`config.mk`:
```
export PLATFORM = sky130hd
export DESIGN_NAME = output_arbiter_ravenoc_flat
export DESIGN_NICKNAME = d
export VERILOG_FILES = /design/src/rtl/output_arbiter_ravenoc_if.sv /design/src/rtl/output_arbiter_ravenoc.sv /design/src/flat_wrapper.sv
export SDC_FILE = /design/constraint.sdc
export NUM_CORES = 1
export LEC_CHECK = 0
export BUFFER_PORTS_ARGS = -buffer_cell sky130_fd_sc_hd__buf_2
export CORE_MARGIN = 3
export CORE_UTILIZATION = 30
export DETAILED_ROUTE_END_ITERATION = 10
export PLACE_DENSITY_LB_ADDON = 0.05
export SLEW_MARGIN = 10
export SYNTH_ARGS = -nofsm -noshare
export SYNTH_HDL_FRONTEND = slang
export SYNTH_SLANG_ARGS = --single-unit
export TNS_END_PERCENT = 30
```
`constraint.sdc`:
```
create_clock -name clk -period 2.46 [get_ports clk]
set_input_delay 0.246 -clock clk [delete_from_list [all_inputs] [get_ports clk]]
set_output_delay 0.246 -clock clk [all_outputs]
set_load 0.01 [all_outputs]
```
`src/rtl/output_arbiter_ravenoc_if.sv`:
```
// Requester/output handshake bundle for the wormhole output arbiter.
// master = requester/output-module side, slave = arbiter side.
interface output_arbiter_ravenoc_if #(
   parameter int unsigned REQ_NUM    = 4,
   parameter int unsigned FLIT_WIDTH = 34
);
   logic [REQ_NUM-1:0]            req_valid_i;
   logic [REQ_NUM-1:0]            req_head_i;
   logic [REQ_NUM-1:0]            req_tail_i;
   logic [REQ_NUM*FLIT_WIDTH-1:0] req_flit_i;
   logic [REQ_NUM-1:0]            req_ready_o;
   logic                          out_valid_o;
   logic [FLIT_WIDTH-1:0]         out_flit_o;
   logic                          out_ready_i;
   logic [REQ_NUM-1:0]            grant_o;
   logic                          busy_o;
   logic [15:0]                   pkt_cnt_o;

   modport master (
      output req_valid_i, req_head_i, req_tail_i, req_flit_i, out_ready_i,
      input  req_ready_o, out_valid_o, out_flit_o, grant_o, busy_o, pkt_cnt_o
   );

   modport slave (
      input  req_valid_i, req_head_i, req_tail_i, req_flit_i, out_ready_i,
      output req_ready_o, out_valid_o, out_flit_o, grant_o, busy_o, pkt_cnt_o
   );
endinterface

```
`src/rtl/output_arbiter_ravenoc.sv`:
```
// Wormhole round-robin arbiter: locks one output port to a requester from
// its head flit until its tail flit is accepted.
module output_arbiter_ravenoc #(
   parameter int unsigned REQ_NUM    = 4,
   parameter int unsigned FLIT_WIDTH = 34
) (
   input logic                     clk,
   input logic                     arst,
   output_arbiter_ravenoc_if.slave bus
);
   localparam int unsigned PTR_W = (REQ_NUM > 1) ? $clog2(REQ_NUM) : 1;
   localparam int unsigned CNT_W = 16;

   typedef enum logic {IDLE = 1'b0, LOCKED = 1'b1} state_t;

   state_t                state_q, state_d;
   logic [REQ_NUM-1:0]    grant_q, grant_d;
   logic [PTR_W-1:0]      owner_q, owner_d;
   logic [PTR_W-1:0]      last_ptr_q, last_ptr_d;
   logic [CNT_W-1:0]      pkt_cnt_q, pkt_cnt_d;
   logic [REQ_NUM-1:0]    eligible;
   logic [PTR_W-1:0]      cand;
   logic                  found;
   logic                  owner_valid;
   logic                  owner_tail;
   logic [FLIT_WIDTH-1:0] owner_flit;
   logic                  xfer;

   assign eligible = bus.req_valid_i & bus.req_head_i;

   // Owner's request signals; all zero while no grant is held.
   always_comb begin
      owner_valid = 1'b0;
      owner_tail  = 1'b0;
      owner_flit  = '0;
      for (int unsigned i = 0; i < REQ_NUM; i++) begin
         if (grant_q[i]) begin
            owner_valid = bus.req_valid_i[i];
            owner_tail  = bus.req_tail_i[i];
            owner_flit  = bus.req_flit_i[i*FLIT_WIDTH +: FLIT_WIDTH];
         end
      end
   end

   assign xfer = owner_valid & bus.out_ready_i;

   // Next-state: rotating-priority pick in IDLE, release on owner's tail.
   always_comb begin
      state_d    = state_q;
      grant_d    = grant_q;
      owner_d    = owner_q;
      last_ptr_d = last_ptr_q;
      pkt_cnt_d  = pkt_cnt_q;
      cand       = '0;
      found      = 1'b0;
      unique case (state_q)
         IDLE: begin
            for (int unsigned k = 1; k <= REQ_NUM; k++) begin
               cand = PTR_W'((32'(last_ptr_q) + k) % REQ_NUM);
               if (!found && eligible[cand]) begin
                  found   = 1'b1;
                  owner_d = cand;
               end
            end
            if (found) begin
               state_d          = LOCKED;
               grant_d          = '0;
               grant_d[owner_d] = 1'b1;
            end
         end
         LOCKED: begin
            if (xfer && owner_tail) begin
               state_d    = IDLE;
               grant_d    = '0;
               last_ptr_d = owner_q;
               pkt_cnt_d  = pkt_cnt_q + CNT_W'(1);
            end
         end
         default: state_d = IDLE;
      endcase
   end

   always_ff @(posedge clk) begin
      if (!arst) begin
         state_q    <= IDLE;
         grant_q    <= '0;
         owner_q    <= '0;
         last_ptr_q <= PTR_W'(REQ_NUM - 1);
         pkt_cnt_q  <= '0;
      end else begin
         state_q    <= state_d;
         grant_q    <= grant_d;
         owner_q    <= owner_d;
         last_ptr_q <= last_ptr_d;
         pkt_cnt_q  <= pkt_cnt_d;
      end
   end

   assign bus.grant_o     = grant_q;
   assign bus.busy_o      = (state_q == LOCKED);
   assign bus.pkt_cnt_o   = pkt_cnt_q;
   assign bus.out_valid_o = owner_valid;
   assign bus.out_flit_o  = owner_flit;
   assign bus.req_ready_o = grant_q & {REQ_NUM{bus.out_ready_i}};
endmodule

```
`src/flat_wrapper.sv`:
```
// flat-port wrapper written by rule: the top's interface ports become plain ports
module output_arbiter_ravenoc_flat 
#(
   parameter int unsigned REQ_NUM    = 4,
   parameter int unsigned FLIT_WIDTH = 34
)
  (clk, arst, bus_req_valid_i, bus_req_head_i, bus_req_tail_i, bus_req_flit_i, bus_out_ready_i, bus_req_ready_o, bus_out_valid_o, bus_out_flit_o, bus_grant_o, bus_busy_o, bus_pkt_cnt_o);
  output_arbiter_ravenoc_if #(.REQ_NUM(REQ_NUM), .FLIT_WIDTH(FLIT_WIDTH)) bus_i ();
  input logic clk;
  input logic arst;
  input wire logic [$bits(bus_i.req_valid_i)-1:0] bus_req_valid_i;
  input wire logic [$bits(bus_i.req_head_i)-1:0] bus_req_head_i;
  input wire logic [$bits(bus_i.req_tail_i)-1:0] bus_req_tail_i;
  input wire logic [$bits(bus_i.req_flit_i)-1:0] bus_req_flit_i;
  input wire logic [$bits(bus_i.out_ready_i)-1:0] bus_out_ready_i;
  output wire logic [$bits(bus_i.req_ready_o)-1:0] bus_req_ready_o;
  output wire logic [$bits(bus_i.out_valid_o)-1:0] bus_out_valid_o;
  output wire logic [$bits(bus_i.out_flit_o)-1:0] bus_out_flit_o;
  output wire logic [$bits(bus_i.grant_o)-1:0] bus_grant_o;
  output wire logic [$bits(bus_i.busy_o)-1:0] bus_busy_o;
  output wire logic [$bits(bus_i.pkt_cnt_o)-1:0] bus_pkt_cnt_o;
  assign bus_i.req_valid_i = bus_req_valid_i;
  assign bus_i.req_head_i = bus_req_head_i;
  assign bus_i.req_tail_i = bus_req_tail_i;
  assign bus_i.req_flit_i = bus_req_flit_i;
  assign bus_i.out_ready_i = bus_out_ready_i;
  assign bus_req_ready_o = bus_i.req_ready_o;
  assign bus_out_valid_o = bus_i.out_valid_o;
  assign bus_out_flit_o = bus_i.out_flit_o;
  assign bus_grant_o = bus_i.grant_o;
  assign bus_busy_o = bus_i.busy_o;
  assign bus_pkt_cnt_o = bus_i.pkt_cnt_o;
  output_arbiter_ravenoc #(.REQ_NUM(REQ_NUM), .FLIT_WIDTH(FLIT_WIDTH)) u_core (.clk(clk), .arst(arst), .bus(bus_i));
endmodule
```
# Word level (Yosys, flattened, before mapping)
# Cells that the tools add are included.
[word_totals]
out_inout_bits = 60
regBits = 25
in_bits = 151
[classes]
n_mux = 41
order_cmp = 6
eq_ne = 2
add_sub_neg = 5
bitwise = 4
reduce_logical = 10
[ops]
columns = ["cell", "n"]
rows = [
  ["34-bit two-way mux", 4],
  ["1-bit two-way mux", 23],
  ["16-bit by 1-bit adder with 16-bit output (second input constant)", 1],
  ["2-bit by 3-bit < comparator with 1-bit output (second input constant)", 5],
  ["2-bit two-way mux", 5],
  ["4-bit AND", 2],
  ["1-bit binary-select mux with 2-bit select", 4],
  ["4-bit two-way mux", 2],
  ["4-bit one-hot mux with 2 select lines", 1],
  ["1-bit logical AND", 5],
  ["2-bit by 1-bit adder with 2-bit output (second input constant)", 2],
  ["2-bit adder (second input constant)", 2],
  ["2-bit AND reduction", 2],
  ["1-bit zero test", 3],
  ["1-bit demux with 2-bit select", 1],
  ["2-bit by 1-bit >= comparator with 1-bit output (second input constant)", 1],
  ["2-bit by 1-bit inequality test with 1-bit output (second input constant)", 1],
  ["2-bit inequality test (second input constant)", 1],
  ["1-bit one-hot mux with 2 select lines", 1],
  ["1-bit AND", 1],
  ["1-bit NOT", 1],
]

# Longest topological paths before layout
# Gate-level depths: netlist of run 1.
[depth]
depth_word = 23
mapped_depth = 8
ltp_nobuf = 5

# Worst setup path after synthesis of run 1
# No wires, ideal clock.
[synth_timing]
kind = "register to register"
start = "reg u_core.grant_q[0] (netlist: u_core.bus.grant_o[0])"
end = "reg u_core.last_ptr_q[0]"
setup_slack_ns = 0.636
path_stages_with_launch = 9
period_less_slack_ns = 1.824
arrival_time_ns = 1.696
t_required_ns = 2.331
cell_sequence = "dfxtp_1 > nor2b_1 > buf_6 > a221o_1 > a31oi_4 > buf_6 > buf_6 > mux2i_1 > nand2_1"
[synth_via]
elab_chain_cells = 7
word_cells_on_any_way = 11
cone_classes = "8 x mux; 1 x bitwise; 2 x reduce/logical"
[synth_rtl]
columns = ["item", "line_no", "rtl"]
rows = [
  ["start: declaration", "output_arbiter_ravenoc.sv:17", "logic [REQ_NUM-1:0] grant_q, grant_d;"],
  ["start signal: assignment", "output_arbiter_ravenoc.sv:92", "grant_q <= grant_d;"],
  ["1-bit two-way mux (4 in a row)", "output_arbiter_ravenoc.sv:37", "if (grant_q[i]) begin"],
  ["1-bit AND", "output_arbiter_ravenoc.sv:45", "assign xfer = owner_valid & bus.out_ready_i;"],
  ["1-bit logical AND *", "output_arbiter_ravenoc.sv:72", "if (xfer && owner_tail) begin"],
  ["2-bit AND reduction (no source line) *", "--", ""],
  ["end signal: assignment", "output_arbiter_ravenoc.sv:88", "last_ptr_q <= PTR_W'(REQ_NUM - 1);"],
  ["end signal: assignment", "output_arbiter_ravenoc.sv:94", "last_ptr_q <= last_ptr_d;"],
  ["end: declaration", "output_arbiter_ravenoc.sv:19", "logic [PTR_W-1:0] last_ptr_q, last_ptr_d;"],
]
# Every way passes the cells marked *; elsewhere a longest branch is shown, timed or not.
# A chain may end at the register's enable or synchronous reset.

# Final worst setup path of run 1
[layout_timing]
start = "reg u_core.grant_q[0] (netlist: u_core.bus.grant_o[0])"
end = "out bus_out_flit_o[5]"
[layout_via]
elab_chain_cells = 4
[layout_rtl]
columns = ["item", "line_no", "rtl"]
rows = [
  ["34-bit two-way mux (4 in a row)", "output_arbiter_ravenoc.sv:37", ""],
  ["end: declaration", "flat_wrapper.sv:18", "output wire logic [$bits(bus_i.out_flit_o)-1:0] bus_out_flit_o;"],
]
# Every way passes these cells.

==> results.txt, run 1 <==
----------------------------------------------------
[Layout]
  Reg area ... roughly 500 µm²
  Number of nets in the layout ... 717
  Antenna cells ... 0
  Fill cells ... ~850
  Area delta synth->final ... 47.79%
  Final cell count without fillers ... approximately 670
  Area of combinational cells with multiple inputs ... about 0.0017 mm²
  Share of final-layout standard cells stronger than drive strength 1 ... roughly 40%

[Die]
  Die span in y ... 95.65 µm
  Core area ... 0.007767 mm²
  Die Area ... ~0.0091 mm²
  Die boundary width ... 95.65 µm
  Initial core utilization ... a little under a third
  Number of placed I/O pins ... approximately 210
  Std-Cell Rows ... 32

[GRT]
  All-layer global routing usage ... a little under a fifth
  Via count of the first global-routing pass ... 2,924
  First-pass GRT wire length ... about 14 mm
  Met1 Resource Use GR ... around a quarter
  Initial antenna violation count ... 0
  Grt ovf ... 0
  Met2 Resource Use GR ... a little under a third
  Routing usage on met3 ... about 3.9%
  Most utilized layer in the global route result ... met2
  Largest net degree at the start of global routing ... 69

[Synth]
  Total of flip-flops plus latches after synthesis ... 25
  Syn Area/Cell ... 6.464 µm²
  Proportion of synthesized flip-flops having asynchronous set or reset ... 0%
  Most used flip-flop cell after synthesis ... sky130_fd_sc_hd__dfxtp_1
  Cell types with the largest area share after synthesis ... sky130_fd_sc_hd__dfxtp_1 (21%), sky130_fd_sc_hd__a21oi_1 (11%), sky130_fd_sc_hd__a22oi_1 (11%), sky130_fd_sc_hd__o21ai_0 (8.5%), sky130_fd_sc_hd__nand2_1 (7.5%)
  Nets in the synthesized netlist ... roughly 530
  Largest area contributor in the synthesized netlist ... sky130_fd_sc_hd__dfxtp_1
  Portion of the post-synthesis area used by sequential elements ... between 20% and 30%
  Netlist area before placement ... approximately 0.0024 mm²
  Number of instances in the synthesized netlist ... between 300 and 400
  Area share of the leading cell type in the synthesized netlist ... ~21%
  Number of warnings issued by yosys ... 0
  Post-synth EDFFs ... 0
  Distinct cell type count after synthesis ... 45

[Drt]
  Final routed wire length divided by cell count ... 14.32 µm
  Starting DRT DRC Count ... between 100 and 150
  Via count of the routed design ... ~3,500
  DRC errors left ... 0
  Overall routed net length ... roughly 9.5 mm
  Average via count per standard cell ... approximately 5.2
  Remaining number of nets flagged by the antenna check after routing ... 0
  First-pass iteration count of the detailed router ... 4

[STA]
  Worst Max-Slew Pin Slew ... 592.7 ps
  Setup TNS ... 0 ps
  Timing-limited maximum frequency ... between 0.4 and 0.5 GHz
  Clock Skew ... around 1.5 ps
  Max-slew violation count ... 0
  Share of the cycle needed by the critical path after routing ... a little under nine tenths
  Shortest period the worst path allows ... 2106 ps
  Final hold violation count ... 0
  Number of setup violations in the final report ... 0
  Unrepaired setup endpoints after global routing ... no
  Max-slew headroom ... between 60 and 70%

[Clock network]
  Cts hold-fix bufs ... 0
  # Post-CTS Setup Buffers ... 0
  TritonCTS clock tree ... yes
  Clock sink total ... 25
  CTS root buf ... sky130_fd_sc_hd__clkbuf_8
  Count of H-tree levels built during CTS ... 1
  Clock transition at path regs ... roughly 90 ps
  Clock latency on the worst-skew pair ... ~270 ps
  Clock buffer count from CTS ... 3
  Deepest clock path buffer count ... 2
  PostCTS Resize Cnt ... 0

[Critical path]
  Data required time of the worst path ... ~2200 ps
  Data arrival at the endpoint of the critical path ... 1860 ps
  CP endpoint kind ... primary output
  Critical path class ... reg -> out
  Critical path launch point type ... flip-flop
  Max Fanout on Critical Path ... 34

[Pwr]
  P_leak ... roughly 0.0017 µW
  VDD IR max ... 0.0002069 V
  Power per unit of standard cell area ... 343.3 mW/mm²

[Hold path]
  Path type of the worst min-delay path ... in -> reg

[Place]
  # placed instances ... between 600 and 700
  Weighted congestion reported at the end of routability-driven placement ... around 0.88
  Placed wire-length estimate ... about 7.5 mm
  PortBufs ... 210

[Flow run]
  Max_cap viols ... 0

[Run status]
  Status ... completed

----------------------------------------------------
cells in the mapped netlist, drive strengths merged (8+ instances only):
| master | number |
|---|---|
| nand4 | 10 |
| clkbuf | 26 |
| a22oi | 34 |
| nand3 | 10 |
| o31ai | 8 |
| or3 | 8 |
| dfxtp | 25 |
| a21oi | 53 |
| nand2 | 48 |
| nor2 | 40 |
| o21ai | 43 |
worst paths after layout:
| kind | start | endpoint | slack, ps | depth (start not counted) |
|---|---|---|---|---|
| worst max-delay path | u_core.bus.grant_o[0]$_SDFFE_PN0P_ | bus_out_flit_o[5] | 350 | 7 |
| worst min-delay path | arst | u_core.last_ptr_q[0]$_SDFFE_PN1P_ | 260 | 2 |
| worst max register to register | u_core.bus.grant_o[1]$_SDFFE_PN0P_ | u_core.bus.pkt_cnt_o[14]$_SDFFE_PN0P_ | 400 | 6 |
| worst min register to register | u_core.bus.pkt_cnt_o[15]$_SDFFE_PN0P_ | u_core.bus.pkt_cnt_o[15]$_SDFFE_PN0P_ | 470 | 2 |
cells in the final DEF, fill, tap and decap left out, types with 3 or more instances in the layout:
master,n
sky130_fd_sc_hd__nand3_1,10
sky130_fd_sc_hd__nor2_1,40
sky130_fd_sc_hd__dfxtp_1,23
sky130_fd_sc_hd__nand2b_1,3
sky130_fd_sc_hd__buf_4,8
sky130_fd_sc_hd__and3_1,4
sky130_fd_sc_hd__a31oi_1,3
sky130_fd_sc_hd__clkbuf_8,3
sky130_fd_sc_hd__a21oi_1,53
sky130_fd_sc_hd__or3_1,8
sky130_fd_sc_hd__nand2_1,48
sky130_fd_sc_hd__o31ai_1,8
sky130_fd_sc_hd__nand4_1,10
sky130_fd_sc_hd__and2_1,6
sky130_fd_sc_hd__o21ai_0,41
sky130_fd_sc_hd__a22oi_1,34
sky130_fd_sc_hd__mux2i_1,3
sky130_fd_sc_hd__buf_2,210
sky130_fd_sc_hd__or4_1,7
sky130_fd_sc_hd__inv_1,7
sky130_fd_sc_hd__nor3_1,3
kinds of logic (layout without fill, tap and decap cells):
logic type | Yosys count | count (layout) | synth area share (%)
buffers and inverters | 39 | 230 | 7.057
multiplexers | 3 | 3 | 1.246
XOR/XNOR | 1 | 1 | 0.3633
adder cells (fa/ha/maj) | 1 | 1 | 0.5189
AND/OR/NAND/NOR | 144 | 144 | 28.13
AO/OA/AOI/OAI | 160 | 160 | 41.93
flip-flops | 25 | 25 | 20.76
state kept, by name, indices dropped and copies added, names as in the netlist:
| register | flops |
|---|---|
| u_core.bus.grant_o | 4 |
| u_core.bus.pkt_cnt_o | 16 |
| u_core.bus.busy_o | 1 |
| u_core.last_ptr_q | 2 |
| u_core.owner_q | 2 |
layout make-up:
type	instances	area share (%)
timing repair buffer	218	31.18
inverter	8	0.8427
sequential	25	14.12
clock buffer	3	1.159
tap	102	3.581
clock inverter	1	0.2107
multi-input combinational	309	48.91
worst max-delay path, stage by stage, from the launching register on:
cell	delay, ps
sky130_fd_sc_hd__dfxtp_1	400
sky130_fd_sc_hd__nor2b_2	180
sky130_fd_sc_hd__buf_4	350
sky130_fd_sc_hd__a22oi_1	120
sky130_fd_sc_hd__nor2_1	110
sky130_fd_sc_hd__a21oi_1	50
sky130_fd_sc_hd__o21ai_0	200
sky130_fd_sc_hd__buf_2	170
layer usage:
layer | up-vias | part of all wire [%]
li1 | 1780 | -
met1 | 1544 | 44
met2 | 142 | 48
met3 | 8 | 7.6
met4 | 0 | 1.2
met5 | - | 0
per-stage QoR:
stage | util [%] | area, µm² | hold slack, ps | worst slack, ps | power, µW
after floorplan | - | 2411 | 395.4 | 635.7 | 725.2
after CTS | 45.88 | 3563 | 249.9 | 338.7 | 1234
after global routing | 45.88 | 3563 | 263.7 | 140.0 | 1313
after detailed placement | 45.25 | 3515 | 459.1 | 429.8 | 983.9
after global placement | 45.25 | 3515 | 456.2 | 500.1 | 981.3
final | 45.88 | 3563 | 255.5 | 354.0 | 1223
power by group:
group          switching [µW]  internal [µW]
sequential               16.7            414
combinational             293            250
clock                     136            115
Note: power is estimated with default switching activity, not from simulation.
==> run 2: changes to the inputs <==
--- a/config.mk
+++ b/config.mk
@@ -6,8 +6,11 @@
 export NUM_CORES = 1
 export LEC_CHECK = 0
 export BUFFER_PORTS_ARGS = -buffer_cell sky130_fd_sc_hd__buf_2
+export CELL_PAD_IN_SITES_DETAIL_PLACEMENT = 1
+export CELL_PAD_IN_SITES_GLOBAL_PLACEMENT = 2
 export CORE_MARGIN = 3
-export CORE_UTILIZATION = 30
+export CORE_UTILIZATION = 17
+export CTS_BUF_LIST = sky130_fd_sc_hd__clkbuf_8 sky130_fd_sc_hd__clkbuf_16
 export DETAILED_ROUTE_END_ITERATION = 10
 export PLACE_DENSITY_LB_ADDON = 0.05
 export SLEW_MARGIN = 10
==> results.txt, run 2 (synthesized netlist as in run 1, its figures left out) <==
----------------------------------------------------
[Run status]
  Status ... completed (unchanged)

[Place]
  Placed wire-length estimate ... 9.707 mm (was 7.534 mm)
  PortBufs ... 210 (unchanged)
  # placed instances ... 735 (was 662)
  Pre-CTS worst setup slack ... 440.7 ps (was 429.8 ps)
  Weighted congestion reported at the end of routability-driven placement ... 0.7716 (was 0.8754)

[STA]
  Final hold violation count ... 0 (unchanged)
  Clock Skew ... 2.616 ps (was 1.481 ps)
  Number of setup violations in the final report ... 0 (unchanged)
  Share of the cycle needed by the critical path after routing ... 88.95% (was 85.61%)
  Max-slew headroom ... 59.11% (was 60.49%)
  Worst Hold Margin ... 272.6 ps (was 255.5 ps)
  Shortest period the worst path allows ... 2188 ps (was 2106 ps)
  Worst Max-Slew Pin Slew ... 613.4 ps (was 592.7 ps)
  Unrepaired setup endpoints after global routing ... no (unchanged)
  Post-layout worst setup margin ... 271.9 ps (was 354.0 ps)
  Setup TNS ... 0 ps (unchanged)
  Timing-limited maximum frequency ... 0.4570 GHz (was 0.4748 GHz)
  Max-slew violation count ... 0 (unchanged)

[Critical path]
  CP delay by family, top ... buffers and inverters (unchanged)
  Critical path launch point type ... flip-flop (unchanged)
  Critical path class ... reg -> out (unchanged)
  Buf/Inv on CP ... 2 (unchanged)
  Cells along the critical path ... nor2b_2, buf_4, a22oi_1, nor2_1, a21oi_1, o21ai_0, buf_2 (unchanged)
  Max Fanout on Critical Path ... 34 (unchanged)
  Data required time of the worst path ... 2210 ps (about the same)
  Highest cell delay on the worst timing path ... 410 ps (was 400 ps)
  Data arrival at the endpoint of the critical path ... 1940 ps (was 1860 ps)
  CP endpoint kind ... primary output (unchanged)
  Slowest library cell on the worst path ... sky130_fd_sc_hd__dfxtp_1 (unchanged)

[Clock network]
  PostCTS Resize Cnt ... 0 (unchanged)
  Clock transition at path regs ... 60 ps (was 90 ps)
  Clock buffer count from CTS ... 3 (unchanged)
  Clock sink total ... 25 (unchanged)
  Cts hold-fix bufs ... 0 (unchanged)
  Count of H-tree levels built during CTS ... 1 (unchanged)
  Clock latency on the worst-skew pair ... 260 ps (was 270 ps)
  # Post-CTS Setup Buffers ... 0 (unchanged)
  Deepest clock path buffer count ... 2 (unchanged)
  CTS root buf ... sky130_fd_sc_hd__clkbuf_16 (was sky130_fd_sc_hd__clkbuf_8)
  TritonCTS clock tree ... yes (unchanged)

[Layout]
  Most used cells in the layout excluding fill and tap cells ... sky130_fd_sc_hd__buf_2 (210), sky130_fd_sc_hd__a21oi_1 (53), sky130_fd_sc_hd__nand2_1 (48) (unchanged)
  Area delta synth->final ... 52.78% (was 47.79%)
  Final cell count without fillers ... 741 (was 666)
  Flip-flop count of the largest register after layout ... 16 (unchanged)
  Number of nets in the layout ... 716 (was 717)
  Share of final-layout standard cells stronger than drive strength 1 ... 40.14% (was 40.43%)
  Most common cell after layout, fill and taps aside ... sky130_fd_sc_hd__buf_2 (unchanged)

[Die]
  Die span in y ... 125.1 µm (was 95.65 µm)
  Std-Cell Rows ... 42 (was 32)
  Die Area ... 0.01565 mm² (was 0.009149 mm²)
  Number of placed I/O pins ... 211 (unchanged)
  Initial core utilization ... 17.78% (was 31.04%)
  Core area ... 0.01356 mm² (was 0.007767 mm²)
  Die boundary width ... 125.1 µm (was 95.65 µm)

[Pwr]
  VDD IR max ... 0.0001869 V (was 0.0002069 V)
  Register share of total power ... 32.0% (was 35.2%)
  Share of power burned in the clock network ... 26.5% (was 20.5%)
  Switching part of the total ... 34.73% (was 36.40%)
  Final Total Pwr ... 1348 µW (was 1223 µW)
  Internal power contribution ... 880.0 µW (was 778.1 µW)
  Sw Pwr ... 468.3 µW (was 445.3 µW)
  P_leak ... 0.001726 µW (was 0.001711 µW)
  Power per unit of standard cell area ... 366.0 mW/mm² (was 343.3 mW/mm²)
  Fraction of power consumed by combinational cells ... 41.5% (was 44.4%)

[Drt]
  Overall routed net length ... 12.32 mm (was 9.538 mm)
  First-pass iteration count of the detailed router ... 4 (unchanged)
  DRC errors left ... 0 (unchanged)
  Average via count per standard cell ... 4.857 (was 5.216)
  Remaining number of nets flagged by the antenna check after routing ... 0 (unchanged)
  Starting DRT DRC Count ... 178 (was 116)
  Via count of the routed design ... 3,599 (was 3,474)
  Final routed wire length divided by cell count ... 16.62 µm (was 14.32 µm)

[GRT]
  First-pass GRT wire length ... 19.00 mm (was 14.16 mm)
  All-layer global routing usage ... 14.63% (was 18.95%)
  Grt ovf ... 0 (unchanged)
  Initial antenna violation count ... 2 (was 0)
  Largest net degree at the start of global routing ... 63 (was 69)
  Via count of the first global-routing pass ... 3,594 (was 2,924)

[Hold path]
  Path type of the worst min-delay path ... in -> reg (unchanged)

[Flow run]
  Max_cap viols ... 0 (unchanged)

----------------------------------------------------
-- run 2: cell types whose count changed in the layout (fill, tap and decap cells not counted) --
cell / delta
sky130_fd_sc_hd__buf_4: -1
sky130_fd_sc_hd__diode_2: +2
sky130_fd_sc_hd__clkbuf_8: -3
sky130_fd_sc_hd__inv_1: +1
sky130_fd_sc_hd__clkinvlp_4: -1
sky130_fd_sc_hd__clkbuf_16: +3
-- run 2: cell type report --
class	count	area, µm²
fill	1763	9874
multi-input combinational	309	1743
timing repair buffer	217	1104
sequential	25	503.0
tap	176	220.2
clock buffer	3	75.07
inverter	8	30.03
antenna	2	5.005
clock inverter	1	3.754
-- run 2: worst paths after layout --
path	start	cells after the start	slack (ps)	end
worst max-delay path	u_core.bus.grant_o[0]$_SDFFE_PN0P_	7	270	bus_out_flit_o[3]
worst min-delay path	arst	2	270	u_core.last_ptr_q[0]$_SDFFE_PN1P_
worst max register to register	u_core.bus.grant_o[2]$_SDFFE_PN0P_	6	420	u_core.bus.pkt_cnt_o[14]$_SDFFE_PN0P_
worst min register to register	u_core.bus.pkt_cnt_o[15]$_SDFFE_PN0P_	2	470	u_core.bus.pkt_cnt_o[15]$_SDFFE_PN0P_
-- run 2: power groups by stage --
stage / sequential, µW / clock [µW] / combinational (µW)
6_report: 432 / 358 / 559
5_1_grt: 434 / 389 / 628
4_1_cts: 432 / 375 / 570
3_5_place_dp: 441 / 0 / 568
3_3_place_gp: 440 / 0 / 564
2_1_floorplan: 433 / 0 / 292
-- run 2: metal layers --
layer | routed length [µm] | global-route usage (%) | vias to the layer above
met5 | 0 | 0 | -
met4 | 173 | 2.742 | 0
met3 | 687 | 3.070 | 8
met2 | 6215 | 27.24 | 126
met1 | 5240 | 17.37 | 1693
li1 | - | - | 1772
-- run 2: worst register-to-register path, cell delays in order, from the launching register on --
cell and delay, ps:
sky130_fd_sc_hd__dfxtp_2 490, sky130_fd_sc_hd__a21oi_1 120, sky130_fd_sc_hd__a221oi_4 330, sky130_fd_sc_hd__a31oi_4 230, sky130_fd_sc_hd__buf_4 260, sky130_fd_sc_hd__o311ai_0 360
sky130_fd_sc_hd__o41ai_1 130
-- run 2: through the flow --
stage	cell area, µm²	util, %
6_report	3684	27.17
5_1_grt	3684	27.17
4_1_cts	3679	27.13
3_5_place_dp	3600	26.55
3_3_place_gp	3600	26.55
2_1_floorplan	2411	-
